<file path="src/rtl/kmkz_writeback_if.sv">
`default_nettype none
// ============================================================================
//  Module      : kmkz_writeback_if
//  Description : Execute/data-memory side signals of the writeback stage.
//  Revision    : 1.0 - initial release
// ============================================================================
interface kmkz_writeback_if;
  logic        x_valid_i;
  logic [4:0]  x_rd_i;
  logic [31:0] x_rd_value_i;
  logic        x_rd_write_i;
  logic        x_load_i;
  logic        x_store_i;
  logic [2:0]  x_fun_i;
  logic [1:0]  x_dm_addr_i;
  logic [31:0] dm_data_l_i;
  logic        dm_load_done_i;
  logic        dm_store_done_i;
  logic        w_stall_o;
  logic [4:0]  w_rd_o;
  logic [31:0] w_rd_value_o;
  logic        w_rd_store_o;
  logic        w_bypass_rd_write_o;
  logic [31:0] w_bypass_rd_value_o;
  logic        w_misaligned_o;
  logic        w_bus_error_o;

  modport master (
    output x_valid_i, x_rd_i, x_rd_value_i, x_rd_write_i, x_load_i, x_store_i,
           x_fun_i, x_dm_addr_i, dm_data_l_i, dm_load_done_i, dm_store_done_i,
    input  w_stall_o, w_rd_o, w_rd_value_o, w_rd_store_o, w_bypass_rd_write_o,
           w_bypass_rd_value_o, w_misaligned_o, w_bus_error_o
  );

  modport slave (
    input  x_valid_i, x_rd_i, x_rd_value_i, x_rd_write_i, x_load_i, x_store_i,
           x_fun_i, x_dm_addr_i, dm_data_l_i, dm_load_done_i, dm_store_done_i,
    output w_stall_o, w_rd_o, w_rd_value_o, w_rd_store_o, w_bypass_rd_write_o,
           w_bypass_rd_value_o, w_misaligned_o, w_bus_error_o
  );
endinterface
`default_nettype wire

</file>
<file path="src/rtl/kmkz_writeback.sv">
`default_nettype none
// ============================================================================
//  Module      : kmkz_writeback
//  Description : Writeback stage: waits on data memory, aligns loads, drives
//                the register-file write port and bypass. Optional load
//                timeout enabled by KMKZ_WB_LOAD_TIMEOUT_EN.
//  Revision    : 1.0 - initial release
// ============================================================================
module kmkz_writeback #(
  parameter int unsigned LOAD_TIMEOUT = 255
) (
  input wire               clk_i,
  input wire               rst_i,
  kmkz_writeback_if.slave  wb
);

  typedef enum logic [1:0] {
    S_IDLE       = 2'd0,
    S_WAIT_LOAD  = 2'd1,
    S_WAIT_STORE = 2'd2
  } state_t;

  state_t      r_state;
  logic        r_valid;
  logic [4:0]  r_rd;
  logic [31:0] r_rd_value;
  logic        r_rd_write;
  logic        r_load;
  logic        r_store;
  logic [2:0]  r_fun;
  logic [1:0]  r_addr;

  logic        w_stall;
  logic        w_load_done;
  logic        w_store_done;
  logic        w_timeout;
  logic        w_misaligned;
  logic        w_complete;
  logic        w_write;
  state_t      w_next_state;
  logic [7:0]  w_byte;
  logic [15:0] w_half;
  logic [31:0] w_load_data;
  logic [31:0] w_value;

  // Halfword needs addr[0]=0, word needs addr=0; unknown funct3 acts as LW.
  function automatic logic misaligned_f(input logic [2:0] fun, input logic [1:0] addr);
    case (fun)
      3'b000, 3'b100: misaligned_f = 1'b0;
      3'b001, 3'b101: misaligned_f = addr[0];
      default:        misaligned_f = (addr != 2'b00);
    endcase
  endfunction

`ifdef KMKZ_WB_LOAD_TIMEOUT_EN
  localparam int unsigned C_CNT_W = $clog2(LOAD_TIMEOUT + 1);
  logic [C_CNT_W-1:0] r_cnt;
  assign w_timeout = (r_state == S_WAIT_LOAD) && !wb.dm_load_done_i &&
                     (r_cnt == C_CNT_W'(LOAD_TIMEOUT));
`else
  logic w_unused_cfg;
  assign w_unused_cfg = LOAD_TIMEOUT[0];
  assign w_timeout    = 1'b0;
`endif

  assign w_load_done  = (r_state == S_WAIT_LOAD) && wb.dm_load_done_i;
  assign w_store_done = (r_state == S_WAIT_STORE) && wb.dm_store_done_i;
  assign w_stall      = ((r_state == S_WAIT_LOAD) && !wb.dm_load_done_i && !w_timeout) ||
                        ((r_state == S_WAIT_STORE) && !wb.dm_store_done_i);

  // Next state is decided by the instruction being captured on this edge.
  always_comb begin
    w_next_state = S_IDLE;
    if (wb.x_valid_i && wb.x_load_i && !misaligned_f(wb.x_fun_i, wb.x_dm_addr_i))
      w_next_state = S_WAIT_LOAD;
    else if (wb.x_valid_i && wb.x_store_i)
      w_next_state = S_WAIT_STORE;
  end

  always_comb begin
    w_byte = wb.dm_data_l_i[7:0];
    case (r_addr)
      2'd1:    w_byte = wb.dm_data_l_i[15:8];
      2'd2:    w_byte = wb.dm_data_l_i[23:16];
      2'd3:    w_byte = wb.dm_data_l_i[31:24];
      default: w_byte = wb.dm_data_l_i[7:0];
    endcase
    w_half = r_addr[1] ? wb.dm_data_l_i[31:16] : wb.dm_data_l_i[15:0];
    case (r_fun)
      3'b000:  w_load_data = {{24{w_byte[7]}}, w_byte};
      3'b100:  w_load_data = {24'h0, w_byte};
      3'b001:  w_load_data = {{16{w_half[15]}}, w_half};
      3'b101:  w_load_data = {16'h0, w_half};
      default: w_load_data = wb.dm_data_l_i;
    endcase
  end

  assign w_misaligned = r_valid && r_load && misaligned_f(r_fun, r_addr);
  assign w_complete   = r_load ? w_load_done : !r_store;
  assign w_write      = r_valid && r_rd_write && (r_rd != 5'd0) && w_complete && !w_misaligned;
  assign w_value      = r_load ? w_load_data : r_rd_value;

  assign wb.w_stall_o           = w_stall;
  assign wb.w_rd_o              = r_rd;
  assign wb.w_rd_store_o        = w_write;
  assign wb.w_rd_value_o        = w_write ? w_value : 32'h0;
  assign wb.w_bypass_rd_write_o = w_write;
  assign wb.w_bypass_rd_value_o = w_write ? w_value : 32'h0;
  assign wb.w_misaligned_o      = w_misaligned;
  assign wb.w_bus_error_o       = w_timeout;

  always_ff @(posedge clk_i or negedge rst_i) begin
    if (!rst_i) begin
      r_state    <= S_IDLE;
      r_valid    <= 1'b0;
      r_rd       <= 5'd0;
      r_rd_value <= 32'h0;
      r_rd_write <= 1'b0;
      r_load     <= 1'b0;
      r_store    <= 1'b0;
      r_fun      <= 3'd0;
      r_addr     <= 2'd0;
`ifdef KMKZ_WB_LOAD_TIMEOUT_EN
      r_cnt      <= '0;
`endif
    end else if (!w_stall) begin
      r_state    <= w_next_state;
      r_valid    <= wb.x_valid_i;
      r_rd       <= wb.x_rd_i;
      r_rd_value <= wb.x_rd_value_i;
      r_rd_write <= wb.x_rd_write_i;
      r_load     <= wb.x_load_i;
      r_store    <= wb.x_store_i;
      r_fun      <= wb.x_fun_i;
      r_addr     <= wb.x_dm_addr_i;
`ifdef KMKZ_WB_LOAD_TIMEOUT_EN
      r_cnt      <= '0;
`endif
    end else begin
`ifdef KMKZ_WB_LOAD_TIMEOUT_EN
      if (r_state == S_WAIT_LOAD)
        r_cnt <= r_cnt + 1'b1;
`endif
    end
  end

endmodule
`default_nettype wire

</file>
<file path="src/flat_wrapper.sv">
// flat-port wrapper written by rule: the top's interface ports become plain ports
module kmkz_writeback_flat 
#(
  parameter int unsigned LOAD_TIMEOUT = 255
)
  (clk_i, rst_i, wb_x_valid_i, wb_x_rd_i, wb_x_rd_value_i, wb_x_rd_write_i, wb_x_load_i, wb_x_store_i, wb_x_fun_i, wb_x_dm_addr_i, wb_dm_data_l_i, wb_dm_load_done_i, wb_dm_store_done_i, wb_w_stall_o, wb_w_rd_o, wb_w_rd_value_o, wb_w_rd_store_o, wb_w_bypass_rd_write_o, wb_w_bypass_rd_value_o, wb_w_misaligned_o, wb_w_bus_error_o);
  kmkz_writeback_if wb_i ();
  input wire clk_i;
  input wire rst_i;
  input wire logic [$bits(wb_i.x_valid_i)-1:0] wb_x_valid_i;
  input wire logic [$bits(wb_i.x_rd_i)-1:0] wb_x_rd_i;
  input wire logic [$bits(wb_i.x_rd_value_i)-1:0] wb_x_rd_value_i;
  input wire logic [$bits(wb_i.x_rd_write_i)-1:0] wb_x_rd_write_i;
  input wire logic [$bits(wb_i.x_load_i)-1:0] wb_x_load_i;
  input wire logic [$bits(wb_i.x_store_i)-1:0] wb_x_store_i;
  input wire logic [$bits(wb_i.x_fun_i)-1:0] wb_x_fun_i;
  input wire logic [$bits(wb_i.x_dm_addr_i)-1:0] wb_x_dm_addr_i;
  input wire logic [$bits(wb_i.dm_data_l_i)-1:0] wb_dm_data_l_i;
  input wire logic [$bits(wb_i.dm_load_done_i)-1:0] wb_dm_load_done_i;
  input wire logic [$bits(wb_i.dm_store_done_i)-1:0] wb_dm_store_done_i;
  output wire logic [$bits(wb_i.w_stall_o)-1:0] wb_w_stall_o;
  output wire logic [$bits(wb_i.w_rd_o)-1:0] wb_w_rd_o;
  output wire logic [$bits(wb_i.w_rd_value_o)-1:0] wb_w_rd_value_o;
  output wire logic [$bits(wb_i.w_rd_store_o)-1:0] wb_w_rd_store_o;
  output wire logic [$bits(wb_i.w_bypass_rd_write_o)-1:0] wb_w_bypass_rd_write_o;
  output wire logic [$bits(wb_i.w_bypass_rd_value_o)-1:0] wb_w_bypass_rd_value_o;
  output wire logic [$bits(wb_i.w_misaligned_o)-1:0] wb_w_misaligned_o;
  output wire logic [$bits(wb_i.w_bus_error_o)-1:0] wb_w_bus_error_o;
  assign wb_i.x_valid_i = wb_x_valid_i;
  assign wb_i.x_rd_i = wb_x_rd_i;
  assign wb_i.x_rd_value_i = wb_x_rd_value_i;
  assign wb_i.x_rd_write_i = wb_x_rd_write_i;
  assign wb_i.x_load_i = wb_x_load_i;
  assign wb_i.x_store_i = wb_x_store_i;
  assign wb_i.x_fun_i = wb_x_fun_i;
  assign wb_i.x_dm_addr_i = wb_x_dm_addr_i;
  assign wb_i.dm_data_l_i = wb_dm_data_l_i;
  assign wb_i.dm_load_done_i = wb_dm_load_done_i;
  assign wb_i.dm_store_done_i = wb_dm_store_done_i;
  assign wb_w_stall_o = wb_i.w_stall_o;
  assign wb_w_rd_o = wb_i.w_rd_o;
  assign wb_w_rd_value_o = wb_i.w_rd_value_o;
  assign wb_w_rd_store_o = wb_i.w_rd_store_o;
  assign wb_w_bypass_rd_write_o = wb_i.w_bypass_rd_write_o;
  assign wb_w_bypass_rd_value_o = wb_i.w_bypass_rd_value_o;
  assign wb_w_misaligned_o = wb_i.w_misaligned_o;
  assign wb_w_bus_error_o = wb_i.w_bus_error_o;
  kmkz_writeback #(.LOAD_TIMEOUT(LOAD_TIMEOUT)) u_core (.clk_i(clk_i), .rst_i(rst_i), .wb(wb_i));
endmodule
</file>
<file path="config.mk">
export PLATFORM = sky130hd
export DESIGN_NAME = kmkz_writeback_flat
export DESIGN_NICKNAME = d
export VERILOG_FILES = /design/src/rtl/kmkz_writeback_if.sv /design/src/rtl/kmkz_writeback.sv /design/src/flat_wrapper.sv
export SDC_FILE = /design/constraint.sdc
export NUM_CORES = 1
export LEC_CHECK = 0
export BUFFER_PORTS_ARGS = -buffer_cell sky130_fd_sc_hd__buf_2
export CORE_MARGIN = 2
export CORE_UTILIZATION = 30
export CTS_CLUSTER_DIAMETER = 40
export DETAILED_ROUTE_END_ITERATION = 10
export SLEW_MARGIN = 30
export SYNTH_ARGS = -nofsm -noshare
export SYNTH_HDL_FRONTEND = slang
export SYNTH_SLANG_ARGS = --single-unit
</file>
<file path="constraint.sdc">
create_clock -name clk_i -period 5.2 [get_ports clk_i]
set_clock_uncertainty 0.2 [all_clocks]
set_input_delay 0.52 -clock clk_i [delete_from_list [all_inputs] [get_ports clk_i]]
set_output_delay 0.52 -clock clk_i [all_outputs]
set_load 0.02 [all_outputs]
</file>
# After elaboration in Yosys (flattened, before gate mapping)

Index checks and enable logic that the tools add are counted.

Output and inout bits: 74
Register bits after elaboration: 48
Word-level logic and storage cells: 57
Bits of input ports: 82

Reduce and logical (&&, ||, !) cells: 27
Equal/unequal tests: 11
Mux-type cells: 10

Operators by type and width:

| cell                                           | count |
|---|---|
| one-hot mux 32 bit (4 select lines)            | 1 |
| two-way mux 32 bit                             | 2 |
| one-hot mux 8 bit (3 select lines)             | 1 |
| two-way mux 16 bit                             | 1 |
| == test 3 bit (second input constant)          | 4 |
| logical AND 1 bit                              | 12 |
| OR reduction 2 bit                             | 4 |
| == test 2 bit (second input constant)          | 3 |
| == test 3 x 1 -> 1 bit (second input constant) | 2 |
| zero test 3 bit                                | 2 |
| zero test 1 bit                                | 5 |
| nonzero test 5 bit                             | 1 |
| == test 2 x 1 -> 1 bit (second input constant) | 2 |
| two-way mux 2 bit                              | 2 |
| one-hot mux 1 bit (2 select lines)             | 2 |
| nonzero test 2 bit                             | 2 |
| logical OR 1 bit                               | 1 |
| two-way mux 1 bit                              | 1 |

# Logic depth before layout (Yosys ltp)

Word-level depth: 7
Depth in mapped cells: 8
Mapped depth without buffers: 4

# Worst setup path after synthesis

No wires, ideal clock.

Path type: register to output
From: reg u_core.r_fun[1]
To: out wb_w_rd_value_o[2]
Buffers on the path: 2
Arrival: 2197 ps
Setup slack: 2283 ps
Data required time: 4480 ps
Cell stages (with the launch flop): 7
Cells stage by stage: dfrtp_1 clkbuf_1 nand2_1 o31ai_2 nor2b_1 a2111oi_1 buf_4

Word-level cells in the longest chain between the ends: 7
Elaborated cells between the ends (all ways): 13

RTL lines:

| element                                        | line                                       | text |
|---|---|---|
| start: declaration                             | kmkz_writeback.sv:30                       | `logic [2:0] r_fun;` |
| start signal: assignment                       | kmkz_writeback.sv:134                      | `r_fun <= wb.x_fun_i;` |
| == test 3 x 1 -> 1 bit (tied with other cells) | kmkz_writeback.sv:48, kmkz_writeback.sv:89 |  |
| OR reduction 2 bit                             | kmkz_writeback.sv:48                       | `case (fun)` |
| one-hot mux 1 bit (2 select lines)             | kmkz_writeback.sv:48                       |  |
| logical AND 1 bit                              | kmkz_writeback.sv:98                       | `assign w_misaligned = r_valid && r_load && misaligned_f(r_fun, r_addr);` |
| zero test 1 bit                                | kmkz_writeback.sv:100                      | `assign w_write = r_valid && r_rd_write && (r_rd != 5'd0) && w_complete && !w_misaligned;` |
| logical AND 1 bit                              | kmkz_writeback.sv:100                      |  |
| two-way mux 32 bit *                           | n/a                                        |  |
| end: declaration                               | flat_wrapper.sv:23                         | `output wire logic [$bits(wb_i.w_rd_value_o)-1:0] wb_w_rd_value_o;` |

Mark *: on every way between the ends. The rest lies on a longest branch, timed or not.

# Final worst setup path

From: reg u_core.r_load
To: out wb_w_bypass_rd_value_o[2]

Word-level cells in the longest chain between the ends: 5
Elaborated cells between the ends (all ways): 8

RTL lines:

| element                         | line                  | text |
|---|---|---|
| start: declaration              | kmkz_writeback.sv:28  | `logic r_load;` |
| start signal: assignment        | kmkz_writeback.sv:132 | `r_load <= wb.x_load_i;` |
| logical AND 1 bit (2 in series) | kmkz_writeback.sv:98  |  |
| zero test 1 bit                 | kmkz_writeback.sv:100 |  |
| logical AND 1 bit               | kmkz_writeback.sv:100 |  |
| two-way mux 32 bit *            | kmkz_writeback.sv:108 | `assign wb.w_bypass_rd_value_o = w_write ? w_value : 32'h0;` |
| end: declaration                | flat_wrapper.sv:26    | `output wire logic [$bits(wb_i.w_bypass_rd_value_o)-1:0] wb_w_bypass_rd_value_o;` |

Marked as above.

==> impl_metrics.ini <==
[status]
status = complete, no violations

[critical_path]
worstSetupStartpointType = flip-flop
cp.arrival_ps = 2820
required_ps = 4480
r2r-end = u_core.r_load$_DFFE_PN0N_
crit_fanout = 32
cp-endpoint = wb_w_bypass_rd_value_o[2]
criticalPathCategory = reg -> out
worstRegToRegCells = 5
critPathCaptureType = primary output
r2r-start = u_core.r_state[0]$_DFFE_PN0N_
crit_start = u_core.r_load$_DFFE_PN0N_
r2r_setup_slack_ps = 2910

[placed_design]
place_inst = 527
dpl.hpwl_um = 6700
routabilityCongestion = 0.789
port_buffers = 154

[cts]
cts_setup_buffers = 0
cts.sinks = 48
cts.reportedPaths.clkPinSlew_ps = 90
cts_tree = built
ctsHtreeMaxLevel = 2
cts_resized = 0
ctsHoldBuffers = 0
clk_latency_ps = 290
cts_made_buffers = 5
cts_max_path_buffers = 2
clockRootBuffer = clkbuf_8

[synth]
netlist-cell-type-count = 39
synth-seq-cells = 48
syn_area_um2 = 3050
synth.top_cells.by_area = dfrtp_1 (39%), mux2_2 (20%), buf_4 (8.4%)
synth_most_common_cell = mux2_2
synthXorXnorAreaFrac = 0
async_flop_share = 1.00
syn-num-nets = 373
synthFlopType = dfrtp_1
synth_area_leader_cell = dfrtp_1
synth_seq_area_share = 0.394
synth_compound_area_frac = 0.133
synth_edf_count = 0
synth_top_family_by_area = multiplexers
synth_commonest_cells = mux2_2 (53), dfrtp_1 (48), buf_4 (34)
postSynthCellCount = 291
synth-simple-area-share = 0.109
syn-mean-instance-area_um2 = 10.5
synth_fa_ha_area_frac = 0
synth.area.mux_share = 0.241
yosysWarnings = 0
yosysTopAreaCellShare = 0.394

[grt]
grt_pass1_wl_um = 13600
use_met1 = 0.193
grt_pass1_vias = 2534
grt_start_max_net_pins = 49
grt_use_met3 = 0.0312
met2_usage = 0.283
grt_busiest_layer = met2
grt.total_usage = 0.157
grt-ovfl-total = 0
antenna_found_initial = 0

[timing]
finalMaxSlewViolations = 0
hold_viol = 0
fin_crit_ps = 3540
slew_headroom = 0.398
fin_setup_tns_ps = 0
setup_viol = 0
rsz0062_at_grt = false
fin_crit_sh = 0.681
worst_pin_slew_ps = 904
max_freq_ghz = 0.282

[final_layout]
antennaDiodeCount = 0
stdcell_count = 535
drive_gt1_frac = 0.575
syn_to_final_growth_pct = 24.1
final_nets = 483

[flow_run]
maxCapViolCount = 0

[routing]
routedWlPerCell_um = 16.2
ant_nets = 0
routed-via-count = 2649
wl_um = 8660
drcViolationCount = 0
vias_per_cell = 4.95
first_iter_violations = 201
firstDrtPassIters = 8

[floorplanning]
rows = 36
fp.dieArea_um2 = 11000
start_util = 0.310
die_height_um = 105
core_area_um2 = 9820
ios = 156
die-width_um = 105

[power]
ir_drop_uv = 132
power_leakage_uw = 0.00191
power.density_nw_per_um2 = 285

[hold_path]
min_path_type = in -> async
[routing by layer]
metal,up-vias,part of all wire
met3,6,0.061
met2,110,0.53
met4,0,0.0064
met1,1295,0.40
met5,-,0
li1,1238,-
[worst max-delay path: stages (launching register included)]
cell and delay [ps]:
dfrtp_1 410, buf_4 250, nand2_1 690, o31ai_2 280, nor2b_1 210, a2111oi_1 430, buf_2 250
[worst min path at each step]
stage                                            from                           endpoint  slack (ps)
floorplan                                       rst_i       u_core.r_addr[0]$_DFFE_PN0N_          20
global placement    u_core.r_rd_value[24]$_DFFE_PN0N_  u_core.r_rd_value[24]$_DFFE_PN0N_         290
detailed placement   u_core.r_rd_value[2]$_DFFE_PN0N_   u_core.r_rd_value[2]$_DFFE_PN0N_         300
CTS                                             rst_i   u_core.r_rd_value[0]$_DFFE_PN0N_         130
global route                                    rst_i   u_core.r_rd_value[8]$_DFFE_PN0N_         170
finish                                          rst_i  u_core.r_rd_value[13]$_DFFE_PN0N_         110
[flip-flops by register name, indices dropped and copies added, names as in the netlist]
signal / cells
u_core.wb.w_rd_o: 5
u_core.r_fun: 3
u_core.r_addr: 2
u_core.r_load: 1
u_core.r_valid: 1
u_core.r_rd_write: 1
u_core.r_state: 2
u_core.r_store: 1
u_core.r_rd_value: 32
[metrics by stage]
stage	area, µm²	util	power, µW	setup slack, ps	hold WS, ps
after floorplan	3050	-	703	2280	24.4
after global placement	3660	0.373	796	2000	289
after detailed placement	3660	0.373	801	1960	297
after CTS	3780	0.385	1100	1620	134
after global routing	3780	0.385	1140	1410	166
final	3780	0.385	1080	1660	114
[kinds of logic after synthesis]
family / count (synthesis)
buffers and inverters: 58
flip-flops: 48
AND/OR/NAND/NOR: 67
multiplexers: 62
AO/OA/AOI/OAI: 55
other: 1
[layout by cell type (no fill, tap or decap), types with 2 or more instances in the layout]
cell	n
mux2_4	6
dfrtp_1	48
nand2_1	13
clkbuf_8	6
buf_4	3
mux2i_1	2
a21oi_1	3
nor3_1	4
and2_1	8
a211oi_1	8
inv_1	4
o21ai_0	3
o22ai_1	23
mux2_2	53
a222oi_1	6
buf_2	154
nand2b_1	2
nor2b_1	4
nor2_1	30
[power breakdown]
group	total (µW)	internal, µW	switching (µW)
clock	286	157	129
sequential	459	417	41.7
combinational	332	153	179
[final cells by class]
cell class / instances / area, µm²
fillers: 998 / 6040
multi-input cells: 185 / 1490
flip-flops and latches: 48 / 1200
repair buffers: 157 / 793
well taps: 133 / 166
clock buffers: 6 / 82.6
clock inverters: 2 / 38.8
inverters: 4 / 15.0
No activity file was read; power rests on OpenSTA's default activity.
